==> config.mk <==
export PLATFORM = sky130hd
export DESIGN_NAME = spi_slave_core
export DESIGN_NICKNAME = d
export VERILOG_FILES = /design/src/rtl/spi_slave_core.sv
export SDC_FILE = /design/constraint.sdc
export NUM_CORES = 1
export LEC_CHECK = 0
export ABC_AREA = 0
export CAP_MARGIN = 20
export CORE_ASPECT_RATIO = 1.1
export CORE_MARGIN = 2
export CORE_UTILIZATION = 40
export CTS_BUF_LIST = sky130_fd_sc_hd__clkbuf_2 sky130_fd_sc_hd__clkbuf_4 sky130_fd_sc_hd__clkbuf_8
export DETAILED_ROUTE_END_ITERATION = 10
export GPL_ROUTABILITY_DRIVEN = 0
export PLACE_DENSITY_LB_ADDON = 0.05
export SETUP_SLACK_MARGIN = 0.05
export SLEW_MARGIN = 20
export SYNTH_ARGS = -nofsm -noshare
export SYNTH_HDL_FRONTEND = slang
export SYNTH_SLANG_ARGS = --single-unit
==> constraint.sdc <==
create_clock -name clk_i -period 2.8 [get_ports clk_i]
set_input_delay 0.42 -clock clk_i [delete_from_list [all_inputs] [get_ports clk_i]]
set_output_delay 0.42 -clock clk_i [all_outputs]
set_load 0.01 [all_outputs]
==> src/rtl/spi_slave_core.sv <==
// spi_slave_core: SPI target-side shift engine. SCK/NSS/MOSI are oversampled in clk_i.
package spi_slave_core_pkg;
   localparam int unsigned SPI_DATA_WIDTH = 32;
   localparam int unsigned BIT_CNT_W      = 6;
   localparam int unsigned IDX_W          = 5;
endpackage

module spi_slave_core
   import spi_slave_core_pkg::*;
#(
   parameter int unsigned SYNC_STAGES = 2
) (
   input  logic                      clk_i,
   input  logic                      rst_n_i,
   input  logic                      en_i,
   input  logic                      cpol_i,
   input  logic                      cpha_i,
   input  logic                      lsb_i,
   input  logic [1:0]                dtb_i,
   input  logic                      tx_valid_i,
   output logic                      tx_ready_o,
   input  logic [SPI_DATA_WIDTH-1:0] tx_data_i,
   output logic                      rx_valid_o,
   input  logic                      rx_ready_i,
   output logic [SPI_DATA_WIDTH-1:0] rx_data_o,
   output logic                      busy_o,
   output logic                      ovr_o,
   output logic                      udr_o,
   input  logic                      spi_sck_i,
   input  logic                      spi_nss_i,
   input  logic                      spi_mosi_i,
   output logic                      spi_miso_o,
   output logic                      spi_miso_oe_o
);

   logic [SYNC_STAGES-1:0]    sck_sync, nss_sync, mosi_sync;
   logic                      sck_d, nss_d;
   logic                      sck_rise_q, sck_fall_q, nss_rise_q, nss_fall_q, mosi_q;

   logic                      cpol_q, cpha_q, lsb_q;
   logic [1:0]                dtb_q;
   logic [BIT_CNT_W-1:0]      bit_cnt, bit_cnt_n;
   logic [SPI_DATA_WIDTH-1:0] tx_sh, tx_sh_n, rx_sh, rx_sh_n;
   logic [SPI_DATA_WIDTH-1:0] tx_buf, tx_buf_n, rx_data_n, rx_mask;
   logic                      tx_ready_n, rx_valid_n, busy_n, ovr_n, udr_n, miso_n;
   logic                      load_req;

   logic                      start, abort, lead, trail, sample_edge, shift_edge;
   logic                      lsb_c;
   logic [1:0]                dtb_c;
   logic [BIT_CNT_W-1:0]      n_bits;

   // Synchronizers plus one registered edge-detect stage; MOSI delayed to stay aligned with SCK
   always_ff @(posedge clk_i or negedge rst_n_i) begin
      if (!rst_n_i) begin
         sck_sync   <= '0;
         nss_sync   <= '0;
         mosi_sync  <= '0;
         sck_d      <= 1'b0;
         nss_d      <= 1'b0;
         sck_rise_q <= 1'b0;
         sck_fall_q <= 1'b0;
         nss_rise_q <= 1'b0;
         nss_fall_q <= 1'b0;
         mosi_q     <= 1'b0;
      end else begin
         sck_sync   <= {sck_sync[SYNC_STAGES-2:0], spi_sck_i};
         nss_sync   <= {nss_sync[SYNC_STAGES-2:0], spi_nss_i};
         mosi_sync  <= {mosi_sync[SYNC_STAGES-2:0], spi_mosi_i};
         sck_d      <= sck_sync[SYNC_STAGES-1];
         nss_d      <= nss_sync[SYNC_STAGES-1];
         sck_rise_q <= sck_sync[SYNC_STAGES-1] & ~sck_d;
         sck_fall_q <= ~sck_sync[SYNC_STAGES-1] & sck_d;
         nss_rise_q <= nss_sync[SYNC_STAGES-1] & ~nss_d;
         nss_fall_q <= ~nss_sync[SYNC_STAGES-1] & nss_d;
         mosi_q     <= mosi_sync[SYNC_STAGES-1];
      end
   end

   // Frame control and edge classification from the latched mode
   assign abort       = ~en_i | nss_rise_q;
   assign start       = en_i & nss_fall_q;
   assign lead        = cpol_q ? sck_fall_q : sck_rise_q;
   assign trail       = cpol_q ? sck_rise_q : sck_fall_q;
   assign sample_edge = busy_o & (cpha_q ? trail : lead);
   assign shift_edge  = busy_o & (cpha_q ? lead : trail);
   assign lsb_c       = start ? lsb_i : lsb_q;
   assign dtb_c       = start ? dtb_i : dtb_q;

   // Word length and right-aligned RX mask
   always_comb begin
      n_bits  = BIT_CNT_W'(32);
      rx_mask = '1;
      case (dtb_c)
         2'd0: begin n_bits = BIT_CNT_W'(8);  rx_mask = SPI_DATA_WIDTH'(32'h0000_00FF); end
         2'd1: begin n_bits = BIT_CNT_W'(16); rx_mask = SPI_DATA_WIDTH'(32'h0000_FFFF); end
         2'd2: begin n_bits = BIT_CNT_W'(24); rx_mask = SPI_DATA_WIDTH'(32'h00FF_FFFF); end
         default: begin n_bits = BIT_CNT_W'(32); rx_mask = '1; end
      endcase
   end

   // Next-state for shift registers, bit counter, TX buffer and status
   always_comb begin
      tx_sh_n    = tx_sh;
      rx_sh_n    = rx_sh;
      bit_cnt_n  = bit_cnt;
      busy_n     = busy_o;
      rx_valid_n = rx_valid_o & ~rx_ready_i;
      rx_data_n  = rx_data_o;
      tx_buf_n   = tx_buf;
      tx_ready_n = tx_ready_o;
      ovr_n      = 1'b0;
      udr_n      = 1'b0;
      load_req   = 1'b0;

      if (abort) begin
         busy_n    = 1'b0;
         bit_cnt_n = '0;
         rx_sh_n   = '0;
         tx_sh_n   = '0;
      end else if (start) begin
         busy_n    = 1'b1;
         bit_cnt_n = '0;
         rx_sh_n   = '0;
         load_req  = 1'b1;
      end else if (sample_edge) begin
         if (lsb_q) begin
            rx_sh_n = rx_sh >> 1;
            rx_sh_n[IDX_W'(n_bits - BIT_CNT_W'(1))] = mosi_q;
         end else begin
            rx_sh_n = {rx_sh[SPI_DATA_WIDTH-2:0], mosi_q};
         end
         bit_cnt_n = bit_cnt + BIT_CNT_W'(1);
         if (bit_cnt_n == n_bits) begin
            if (!rx_valid_o) begin
               rx_data_n  = rx_sh_n & rx_mask;
               rx_valid_n = 1'b1;
            end else begin
               ovr_n = 1'b1;
            end
         end
      end else if (shift_edge) begin
         if (bit_cnt == n_bits) begin
            load_req  = 1'b1;
            bit_cnt_n = '0;
         end else if (bit_cnt != '0) begin
            tx_sh_n = lsb_q ? (tx_sh >> 1) : (tx_sh << 1);
         end
      end

      // Load from holding buffer; an empty buffer sends zeros and flags underrun
      if (load_req) begin
         if (!tx_ready_o) begin
            tx_sh_n    = tx_buf;
            tx_ready_n = 1'b1;
         end else begin
            tx_sh_n = '0;
            udr_n   = 1'b1;
         end
      end

      if (tx_valid_i && tx_ready_o) begin
         tx_buf_n   = tx_data_i;
         tx_ready_n = 1'b0;
      end

      miso_n = 1'b0;
      if (busy_n) begin
         miso_n = lsb_c ? tx_sh_n[0] : tx_sh_n[IDX_W'(n_bits - BIT_CNT_W'(1))];
      end
   end

   // State and registered outputs
   always_ff @(posedge clk_i or negedge rst_n_i) begin
      if (!rst_n_i) begin
         cpol_q        <= 1'b0;
         cpha_q        <= 1'b0;
         lsb_q         <= 1'b0;
         dtb_q         <= 2'd0;
         bit_cnt       <= '0;
         tx_sh         <= '0;
         rx_sh         <= '0;
         tx_buf        <= '0;
         tx_ready_o    <= 1'b1;
         rx_valid_o    <= 1'b0;
         rx_data_o     <= '0;
         busy_o        <= 1'b0;
         ovr_o         <= 1'b0;
         udr_o         <= 1'b0;
         spi_miso_o    <= 1'b0;
         spi_miso_oe_o <= 1'b0;
      end else begin
         if (start && !abort) begin
            cpol_q <= cpol_i;
            cpha_q <= cpha_i;
            lsb_q  <= lsb_i;
            dtb_q  <= dtb_i;
         end
         bit_cnt       <= bit_cnt_n;
         tx_sh         <= tx_sh_n;
         rx_sh         <= rx_sh_n;
         tx_buf        <= tx_buf_n;
         tx_ready_o    <= tx_ready_n;
         rx_valid_o    <= rx_valid_n;
         rx_data_o     <= rx_data_n;
         busy_o        <= busy_n;
         ovr_o         <= ovr_n;
         udr_o         <= udr_n;
         spi_miso_o    <= miso_n;
         spi_miso_oe_o <= busy_n;
      end
   end

endmodule

==> flow_summary.json, run 1 <==
{
  "outcome": "finished, violations left",
  "violations": "negative setup slack",
  "viasPerCell": 5.16,
  "hold_path_class": "reg2reg",
  "yosys.area_share.simple_pct": 11.3,
  "cap_violations": 0,
  "cts-root-buf": "clkbuf_8",
  "synthFlopType": "dfrtp_1",
  "path_max_fanout": 5,
  "grt_max_degree": 56,
  "io_buffer_count": 83,
  "async_flop_share_pct": 100,
  "diodes": 0,
  "relSlewSlack_pct": 60.2,
  "synth_fp_nets": 734,
  "synth_area_mm2": 0.00732,
  "drt_wl_total_mm": 16.5,
  "cts_buffer_depth": 2,
  "grt_pass1_vias": 5587,
  "synth.mux.area_fraction_pct": 15.7,
  "critPathKind": "reg2reg",
  "crit_buf_inv": 1,
  "antenna_found_initial": 0,
  "pre_cts_slack_ns": -0.651,
  "cts_num_sinks": 158,
  "synth_most_common_cell": "dfrtp_1",
  "clk_pin_slew_worst_paths_ns": 0.08,
  "synth_fa_ha_area_share_pct": 1.37,
  "die_w_um": 133,
  "nNetsFinal": 854,
  "num_io_pins": 84,
  "power_density_mw_per_mm2": 557,
  "yosys.area.top_type": "dfrtp_1",
  "die_h_um": 146,
  "fin_util_pct": 52.3,
  "synth_enable_flop_cells": 0,
  "fill_cells": 1615,
  "cp-start-kind": "flop",
  "critPathRequiredTime_ns": 3.17,
  "first_iter_violations": 268,
  "core_mm2": 0.0178,
  "fin_skew_ns": 0.00925,
  "rsz0062_at_grt": "yes",
  "ant_nets": 0,
  "synth_top_family_by_area": "multiplexers",
  "rows": 51,
  "slew_violations": 0,
  "ir_drop_mv": 0.343,
  "fp.dieArea_mm2": 0.0194,
  "wire_per_inst_um": 15.7,
  "drc": 0,
  "clock_latency_ns": 0.46,
  "synth.avg_cell_area_um2": 10.8,
  "cts-htree-levels": 4,
  "p_leak_nw": 4.14,
  "first_pass_iters": 4,
  "fmax_mhz": 356,
  "drive_gt1_share_pct": 21.2,
  "cp_top_family": "simple AND/OR/NAND/NOR gates",
  "ys_types": 53,
  "worstPathCellList": "nand2_2 -> mux2_4 -> ha_4 -> xor2_2 -> or3_4 -> nor3_4 -> buf_6 -> nor2_2 -> a21o_1 -> o211a_1 -> nor4b_2",
  "dp_hpwl_mm": 11.6,
  "cts_tree": "done",
  "hold_viol": 0,
  "syn_to_final_growth_pct": 27.1,
  "yosysTopAreaCellShare_pct": 53.6,
  "grt_pass1_wl_mm": 28.0,
  "fin_crit_sh_pct": 100,
  "cpPeakStageDelay_ns": 0.44,
  "cp-end-kind": "flop",
  "synth_xor_area_share_pct": 0.717,
  "synth_area_leaders": "dfrtp_1, mux2i_1, mux2_2",
  "setup_violations": 1,
  "dr_total_vias": 5419,
  "grt_use_total_pct": 18.1,
  "grt_overflow": 0,
  "synth_compound_area_share_pct": 13.8,
  "synth_common_cells": "dfrtp_1, nand2_1, nor2_1, mux2i_1, o21ai_0",
  "layout_min_cycle_time_ns": 2.81,
  "cp_data_arrival_time_ns": 3.18,
  "worst_slew_pin_slew_ns": 0.596,
  "cts_made_buffers": 17,
  "fin_ws_ns": -0.00962,
  "ys_ff_latch": 158,
  "slowest_stage": "dfrtp_2",
  "start_util_pct": 41.1,
  "hold_slack_ns": 0.352,
  "synth-warning-count": 0,
  "yosysSeqAreaShare_pct": 54.0,
  "synthCells": 681
}
==> cell type report <==
cell class,instances,area (um^2),share of cell area [%]
tap,238,298,3.20
multi-input combinational,470,3290,35.4
timing repair buffer,145,1380,14.8
clock inverter,9,62.6,0.672
inverter,9,33.8,0.363
sequential,158,3960,42.5
clock buffer,21,283,3.04
==> state kept, by name (all words and copies together), names as in the netlist, 2 cells and up <==
signal and flops:
rx_sh 32, tx_buf 32, bit_cnt 6, rx_data_o 32
tx_sh 32, mosi_sync 2, dtb_q 2, sck_sync 2
nss_sync 2
==> per-stage QoR <==
| step | cells | power (mW) | TNS, ns | instance area, um^2 |
|---|---|---|---|---|
| finish | 1050 | 5.19 | -0.00962 | 9310 |
| global route | 1050 | 5.47 | -0.696 | 9310 |
| CTS | 1047 | 5.23 | -0.0145 | 9210 |
| detailed placement | 1010 | 3.66 | -30.18 | 8800 |
| global placement | 1010 | 3.64 | -25.72 | 8800 |
| floorplan | 681 | 3.27 | -0.106 | 7470 |
==> layer usage <==
metal  routed length (um)  global-route usage, %  part of all wire [%]
met5                    0                      0                     0
met4                  224                   6.08                   1.4
met3                  419                   3.62                   2.5
met2                 8600                   31.3                    52
met1                 7240                   22.5                    44
==> timing repair <==
action	in CTS	in global routing
buffers inserted	7	2
gates resized for setup	6	18
endpoints found under the setup margin	30	55
cloned	0	1
pin swaps	8	9
hold buffers	1	0
hold endpoints to repair	51	0
==> worst paths after layout <==
check	to	slack (ns)	cells past startpoint	startpoint
setup / recovery	spi_miso_o$_DFF_PN0_	-0.01	11	nss_fall_q$_DFF_PN0_
hold / removal	mosi_sync[1]$_DFF_PN0_	0.35	0	mosi_sync[0]$_DFF_PN0_
setup reg to reg	spi_miso_o$_DFF_PN0_	-0.01	11	nss_fall_q$_DFF_PN0_
hold reg to reg	mosi_sync[1]$_DFF_PN0_	0.35	0	mosi_sync[0]$_DFF_PN0_
max in group asynchronous	tx_sh[16]$_DFFE_PN0P_	1.56	3	rst_n_i
min in group asynchronous	rx_data_o[27]$_DFFE_PN0P_	0.49	2	rst_n_i
==> report_power, final <==
part / internal (mW) / switching [mW]
logic: 0.542 / 0.456
registers: 2.49 / 0.170
clock network: 0.683 / 0.842
==> kinds of logic after synthesis <==
family | after synthesis
buffers and inverters | 53
flip-flops | 158
multiplexers | 109
adder cells (fa/ha/maj) | 8
XOR/XNOR | 6
AO/OA/AOI/OAI | 160
AND/OR/NAND/NOR | 187
==> cell usage in the layout, fill, tap and decap left out, types with 7 or more instances in the layout <==
cell,Yosys,layout
inv_1,7,7
dfrtp_1,157,155
mux2_2,48,47
a22o_1,9,9
mux2i_1,61,61
a21o_1,14,14
o31ai_1,12,9
o21ai_0,54,48
clkbuf_8,0,20
buf_4,1,52
clkdlybuf4s50_1,0,81
nand2_1,75,73
nor2b_1,8,7
a21oi_1,36,35
a211oi_1,16,16
nor2_1,69,68
No activity file was read; power rests on OpenSTA's default activity.
==> run 2: changes to the inputs <==
==> constraint.sdc (replaced) <==
create_clock -name clk_i -period 2.55 [get_ports clk_i]
set_input_delay 0.3825 -clock clk_i [delete_from_list [all_inputs] [get_ports clk_i]]
set_output_delay 0.3825 -clock clk_i [all_outputs]
set_load 0.01 [all_outputs]
==> flow_summary.json, run 2 (synthesized netlist as in run 1, its figures left out) <==
{
  "outcome": "finished, violations left",
  "violations": "negative setup slack",
  "stdcell_area_mm2": 0.00967,
  "cts_buffer_depth": 2,
  "layout_common_cells": "dfrtp_1, clkdlybuf4s50_1, nand2_1",
  "pwr-share-seq_pct": 48.3,
  "cts-root-buf": "clkbuf_8",
  "grt_pass1_wl_mm": 29.1,
  "fin_crit_sh_pct": 115,
  "cts_made_buffers": 17,
  "diodes": 0,
  "drc": 0,
  "io_buffer_count": 83,
  "dp_hpwl_mm": 11.9,
  "antenna_found_initial": 0,
  "drive_gt1_share_pct": 24.1,
  "pre_cts_slack_ns": -0.813,
  "setup_violations": 70,
  "path_max_fanout": 4,
  "use_met1_pct": 23.9,
  "dpl_cell_area_mm2": 0.00885,
  "fp.dieArea_mm2": 0.0194,
  "critPathKind": "in2reg",
  "grt_use_total_pct": 18.7,
  "rsz0062_at_grt": "yes",
  "fin_ws_ns": -0.374,
  "relSlewSlack_pct": 50.5,
  "die_h_um": 146,
  "power_density_mw_per_mm2": 627,
  "clk_pin_slew_worst_paths_ns": 0.09,
  "cts-htree-levels": 4,
  "first_iter_violations": 248,
  "wire_per_inst_um": 16.0,
  "grt_busiest_layer": "met2",
  "cap_violations": 0,
  "nNetsFinal": 866,
  "dp_cells": 1012,
  "finalSetupTns_ns": -10.78,
  "fin_skew_ns": 0.00800,
  "clock_latency_ns": 0.45,
  "cp-end-kind": "flop",
  "rows": 51,
  "switching_share_pct": 28.3,
  "hold_viol": 0,
  "final_common_cell": "dfrtp_1",
  "num_io_pins": 84,
  "internal-power_mw": 4.35,
  "grt_pass1_vias": 5717,
  "start_util_pct": 41.1,
  "p_switching_mw": 1.71,
  "instances_no_fill": 1064,
  "cp_data_arrival_time_ns": 3.28,
  "first_pass_iters": 4,
  "layout_min_cycle_time_ns": 2.92,
  "ir_drop_mv": 0.384,
  "grt_overflow": 0,
  "dr_total_vias": 5521,
  "grt_max_degree": 74,
  "slew_violations": 0,
  "fill_cells": 1554,
  "syn_to_final_growth_pct": 32.0,
  "drt_wl_total_mm": 17.0,
  "die_w_um": 133,
  "clkPwrFrac_pct": 32.5,
  "worst_slew_pin_slew_ns": 0.740,
  "critPathRequiredTime_ns": 2.90,
  "cts_num_sinks": 158,
  "grtUsageMet3_pct": 3.80,
  "cp-start-kind": "primary input",
  "globalRouteMet2Util_pct": 31.9,
  "p_leak_nw": 4.29,
  "core_mm2": 0.0178,
  "p_comb_share_pct": 19.2,
  "ant_nets": 0,
  "fmax_mhz": 342,
  "cts_tree": "done",
  "viasPerCell": 5.19,
  "hold_path_class": "reg2reg"
}
-- run 2: repair_timing --
action | in CTS | in global routing
hold endpoints to repair | 68 | 0
hold buffers | 1 | 0
cloned | 3 | 0
setup buffers | 14 | 4
pin swaps | 7 | 6
gates resized for setup | 44 | 17
endpoints found under the setup margin | 71 | 73
-- run 2: cell type report --
class | instances | area, um^2 | area share (%)
Tap cell | 238 | 298 | 3.08
Timing Repair Buffer | 157 | 1590 | 16.4
Inverter | 9 | 33.8 | 0.349
Clock buffer | 17 | 234 | 2.42
Multi-Input combinational cell | 470 | 3380 | 34.9
Sequential cell | 158 | 3960 | 40.9
Clock inverter | 15 | 180 | 1.86
-- run 2: final timing paths --
| kind | startpoint | endpoint | slack [ns] | cells past startpoint |
|---|---|---|---|---|
| setup reg to reg | nss_fall_q$_DFF_PN0_ | spi_miso_o$_DFF_PN0_ | -0.36 | 11 |
| min in group asynchronous | rst_n_i | rx_data_o[26]$_DFFE_PN0P_ | 0.53 | 2 |
| hold / removal | mosi_sync[0]$_DFF_PN0_ | mosi_sync[1]$_DFF_PN0_ | 0.35 | 0 |
| max in group asynchronous | rst_n_i | rx_data_o[10]$_DFFE_PN0P_ | 1.29 | 3 |
| hold reg to reg | mosi_sync[0]$_DFF_PN0_ | mosi_sync[1]$_DFF_PN0_ | 0.35 | 0 |
| setup / recovery | en_i | spi_miso_o$_DFF_PN0_ | -0.37 | 12 |
-- run 2: power by group through the flow --
stage	clock network (mW)	registers (mW)	logic, mW
floorplan	0	2.88	0.724
global placement	0	2.97	1.04
detailed placement	0	2.98	1.07
CTS	2.03	2.93	1.15
global route	2.14	2.96	1.26
finish	1.97	2.93	1.16
-- run 2: critical path: stages --
cell,delay [ns]
clkdlybuf4s50_1,0.54
nand2_2,0.09
mux2_4,0.35
ha_4,0.25
xor2_2,0.15
or3_4,0.40
nor3_4,0.26
buf_6,0.15
nor2_2,0.04
a21o_1,0.16
o211a_1,0.21
nor4b_2,0.29
-- run 2: metal layers --
layer	wire (um)	up-vias
met2	8740	87
met5	0	-
met4	272	0
met1	7540	2744
li1	-	2668
met3	491	22
-- run 2: metrics by stage --
step                total power [mW]  utilization [%]  hold WS [ns]
floorplan                       3.60                -        0.0869
global placement                4.01             49.7         0.336
detailed placement              4.04             49.7         0.336
CTS                             6.11             53.9         0.339
global route                    6.36             54.3         0.335
finish                          6.06             54.3         0.354
==> run 3: changes to the inputs <==
--- a/config.mk
+++ b/config.mk
@@ -10,8 +10,8 @@
 export CORE_ASPECT_RATIO = 1.1
 export CORE_MARGIN = 2
 export CORE_UTILIZATION = 40
-export CTS_BUF_LIST = sky130_fd_sc_hd__clkbuf_2 sky130_fd_sc_hd__clkbuf_4 sky130_fd_sc_hd__clkbuf_8
 export DETAILED_ROUTE_END_ITERATION = 10
+export DONT_BUFFER_PORTS = 1
 export GPL_ROUTABILITY_DRIVEN = 0
 export PLACE_DENSITY_LB_ADDON = 0.05
 export SETUP_SLACK_MARGIN = 0.05
==> flow_summary.json, run 3 (synthesized netlist as in run 1, its figures left out) <==
{
  "timing.rr.start": "nss_fall_q$_DFF_PN0_",
  "violations": "negative hold slack, negative setup slack",
  "first_iter_violations": 267,
  "cap_violations": 0,
  "cts_num_sinks": 158,
  "drc": 0,
  "dr_total_vias": 5225,
  "crit_start": "nss_fall_q$_DFF_PN0_",
  "crit_buf_inv": 1,
  "ant_nets": 0,
  "dp_cells": 921,
  "path_max_fanout": 6,
  "layout_common_cells": "dfrtp_1, nand2_1, nor2_1",
  "fin_crit_sh_pct": 108,
  "cts-htree-levels": 4,
  "cp-end-kind": "flop",
  "die_h_um": 146,
  "grt_overflow": 0,
  "r2r_cells": 11,
  "internal-power_mw": 4.89,
  "drt_wl_total_mm": 17.4,
  "cts_buffer_depth": 2,
  "relSlewSlack_pct": 45.2,
  "grt_pass1_vias": 5223,
  "fp.dieArea_mm2": 0.0194,
  "fin_skew_ns": 0.00672,
  "outcome": "finished, violations left",
  "viasPerCell": 5.33,
  "hold_viol": 158,
  "p_leak_nw": 4.10,
  "hold_path_class": "in2async",
  "rrSetupSlack_ns": -0.19,
  "slew_violations": 0,
  "syn_to_final_growth_pct": 24.4,
  "cts_made_buffers": 17,
  "first_pass_iters": 4,
  "cts-root-buf": "clkbuf_16",
  "p_comb_share_pct": 15.7,
  "hold_slack_ns": -0.345,
  "wire_per_inst_um": 17.7,
  "grt_busiest_layer": "met2",
  "instances_no_fill": 981,
  "slowest_stage": "dfrtp_2",
  "cp_top_family": "simple AND/OR/NAND/NOR gates",
  "pwr-share-seq_pct": 44.7,
  "cp.depth": 11,
  "clk_pin_slew_worst_paths_ns": 0.06,
  "cts_tree": "done",
  "layout_min_cycle_time_ns": 2.74,
  "core_mm2": 0.0178,
  "grt_pass1_wl_mm": 27.7,
  "cp_data_arrival_time_ns": 3.07,
  "grt_use_total_pct": 18.0,
  "worst_slew_pin_slew_ns": 0.819,
  "diodes": 0,
  "ir_drop_mv": 0.465,
  "nNetsFinal": 784,
  "globalRouteMet2Util_pct": 31.1,
  "grtUsageMet3_pct": 3.80,
  "grt_max_degree": 159,
  "final_common_cell": "dfrtp_1",
  "fin_ws_ns": -0.194,
  "die_w_um": 133,
  "endpoint": "spi_miso_o$_DFF_PN0_",
  "rows": 51,
  "clock_latency_ns": 0.42,
  "fill_cells": 1604,
  "antenna_found_initial": 0,
  "p_switching_mw": 1.68,
  "cpPeakStageDelay_ns": 0.44,
  "fin_util_pct": 51.2,
  "cp-start-kind": "flop",
  "r2r-end": "spi_miso_o$_DFF_PN0_",
  "num_io_pins": 84,
  "rsz0062_at_grt": "yes",
  "clkPwrFrac_pct": 39.6,
  "cts_hold_buf": 3,
  "drive_gt1_share_pct": 25.7,
  "start_util_pct": 41.1,
  "critPathKind": "reg2reg",
  "totalPowerFinal_mw": 6.57,
  "power_density_mw_per_mm2": 721,
  "dp_hpwl_mm": 11.4,
  "critPathRequiredTime_ns": 2.88,
  "switching_share_pct": 25.5,
  "setup_violations": 62,
  "io_buffer_count": 0,
  "worstPathCellList": "nand2_2 -> mux2_4 -> ha_4 -> xor2_2 -> or3_4 -> nor3_4 -> buf_6 -> nor2_2 -> a21o_1 -> o211a_1 -> nor4b_2",
  "fmax_mhz": 364,
  "use_met1_pct": 22.4
}
==> run 3: cell count changes in the layout (fill, tap and decap cells not counted), moves of 4 or more <==
| cell | delta |
|---|---|
| clkdlybuf4s50_1 | -82 |
| clkbuf_16 | +23 |
| clkbuf_8 | -15 |
| o21ai_2 | -12 |
| o31ai_1 | -7 |
| o21ai_0 | +6 |
| o21ai_1 | +6 |
| o31ai_2 | +6 |
| buf_4 | -4 |
| clkbuf_1 | +4 |
| clkinv_2 | -4 |
| inv_6 | -4 |
==> run 3: worst register-to-register path: cells and delay by family, from the launching register on <==
| kind | cells | cell delay [ns] |
|---|---|---|
| flops | 1 | 0.44 |
| mux | 1 | 0.34 |
| buf+inv | 1 | 0.14 |
| fa+ha+maj | 1 | 0.26 |
| compound gates | 2 | 0.37 |
| xor+xnor | 1 | 0.15 |
| simple gates | 5 | 0.95 |
==> run 3: final cells by class <==
cell class                 count  area (um^2)  share of cell area (%)
tap                          238          298                    3.27
clock inverter                 8          133                    1.46
inverter                       9         33.8                   0.371
multi-input combinational    470         3400                    37.3
sequential                   158         3960                    43.4
timing repair buffer          75          827                    9.07
clock buffer                  23          468                    5.13
==> run 3: power by group through the flow <==
stage	Sequential, mW	Clock (mW)	Combinational, mW
final	2.94	2.60	1.03
after global routing	2.97	2.79	1.12
after CTS	2.94	2.67	0.990
after detailed placement	2.98	0	0.909
after global placement	2.98	0	0.895
after floorplan	2.88	0	0.724
==> run 3: worst min-delay path by stage <==
| stage | startpoint | endpoint | slack (ns) | cells past startpoint |
|---|---|---|---|---|
| after global routing | rst_n_i | rx_data_o[26]$_DFFE_PN0P_ | -0.36 | 0 |
| after CTS | rst_n_i | tx_buf[9]$_DFFE_PN0P_ | -0.36 | 0 |
| final | rst_n_i | rx_sh[31]$_DFFE_PN0P_ | -0.34 | 0 |
| after detailed placement | rst_n_i | rx_data_o[26]$_DFFE_PN0P_ | 0.09 | 0 |
| after global placement | rst_n_i | rx_data_o[26]$_DFFE_PN0P_ | 0.09 | 0 |
| after floorplan | rst_n_i | bit_cnt[0]$_DFFE_PN0P_ | 0.09 | 0 |
==> run 3: stage by stage <==
step	setup TNS (ns)	cell area, um^2	worst slack, ns
floorplan	-6.98	7490	-0.356
detailed placement	-9.15	7930	-0.320
CTS	-2.36	8810	-0.212
finish	-3.33	9110	-0.194
global placement	-6.08	7930	-0.251
global route	-10.70	9110	-0.333
==> run 3: repair_timing <==
item	4_1_cts	5_1_grt
pin swaps	12	2
gates cloned	1	7
setup endpoints to repair	72	71
buffers inserted	13	7
resized for setup	30	24
hold endpoints to repair	161	158
==> run 3: layer usage <==
| metal | up-vias | routed length [um] |
|---|---|---|
| met2 | 98 | 9020 |
| met3 | 18 | 600 |
| met4 | 0 | 263 |
| met1 | 2603 | 7480 |
| met5 | - | 0 |
| li1 | 2506 | - |
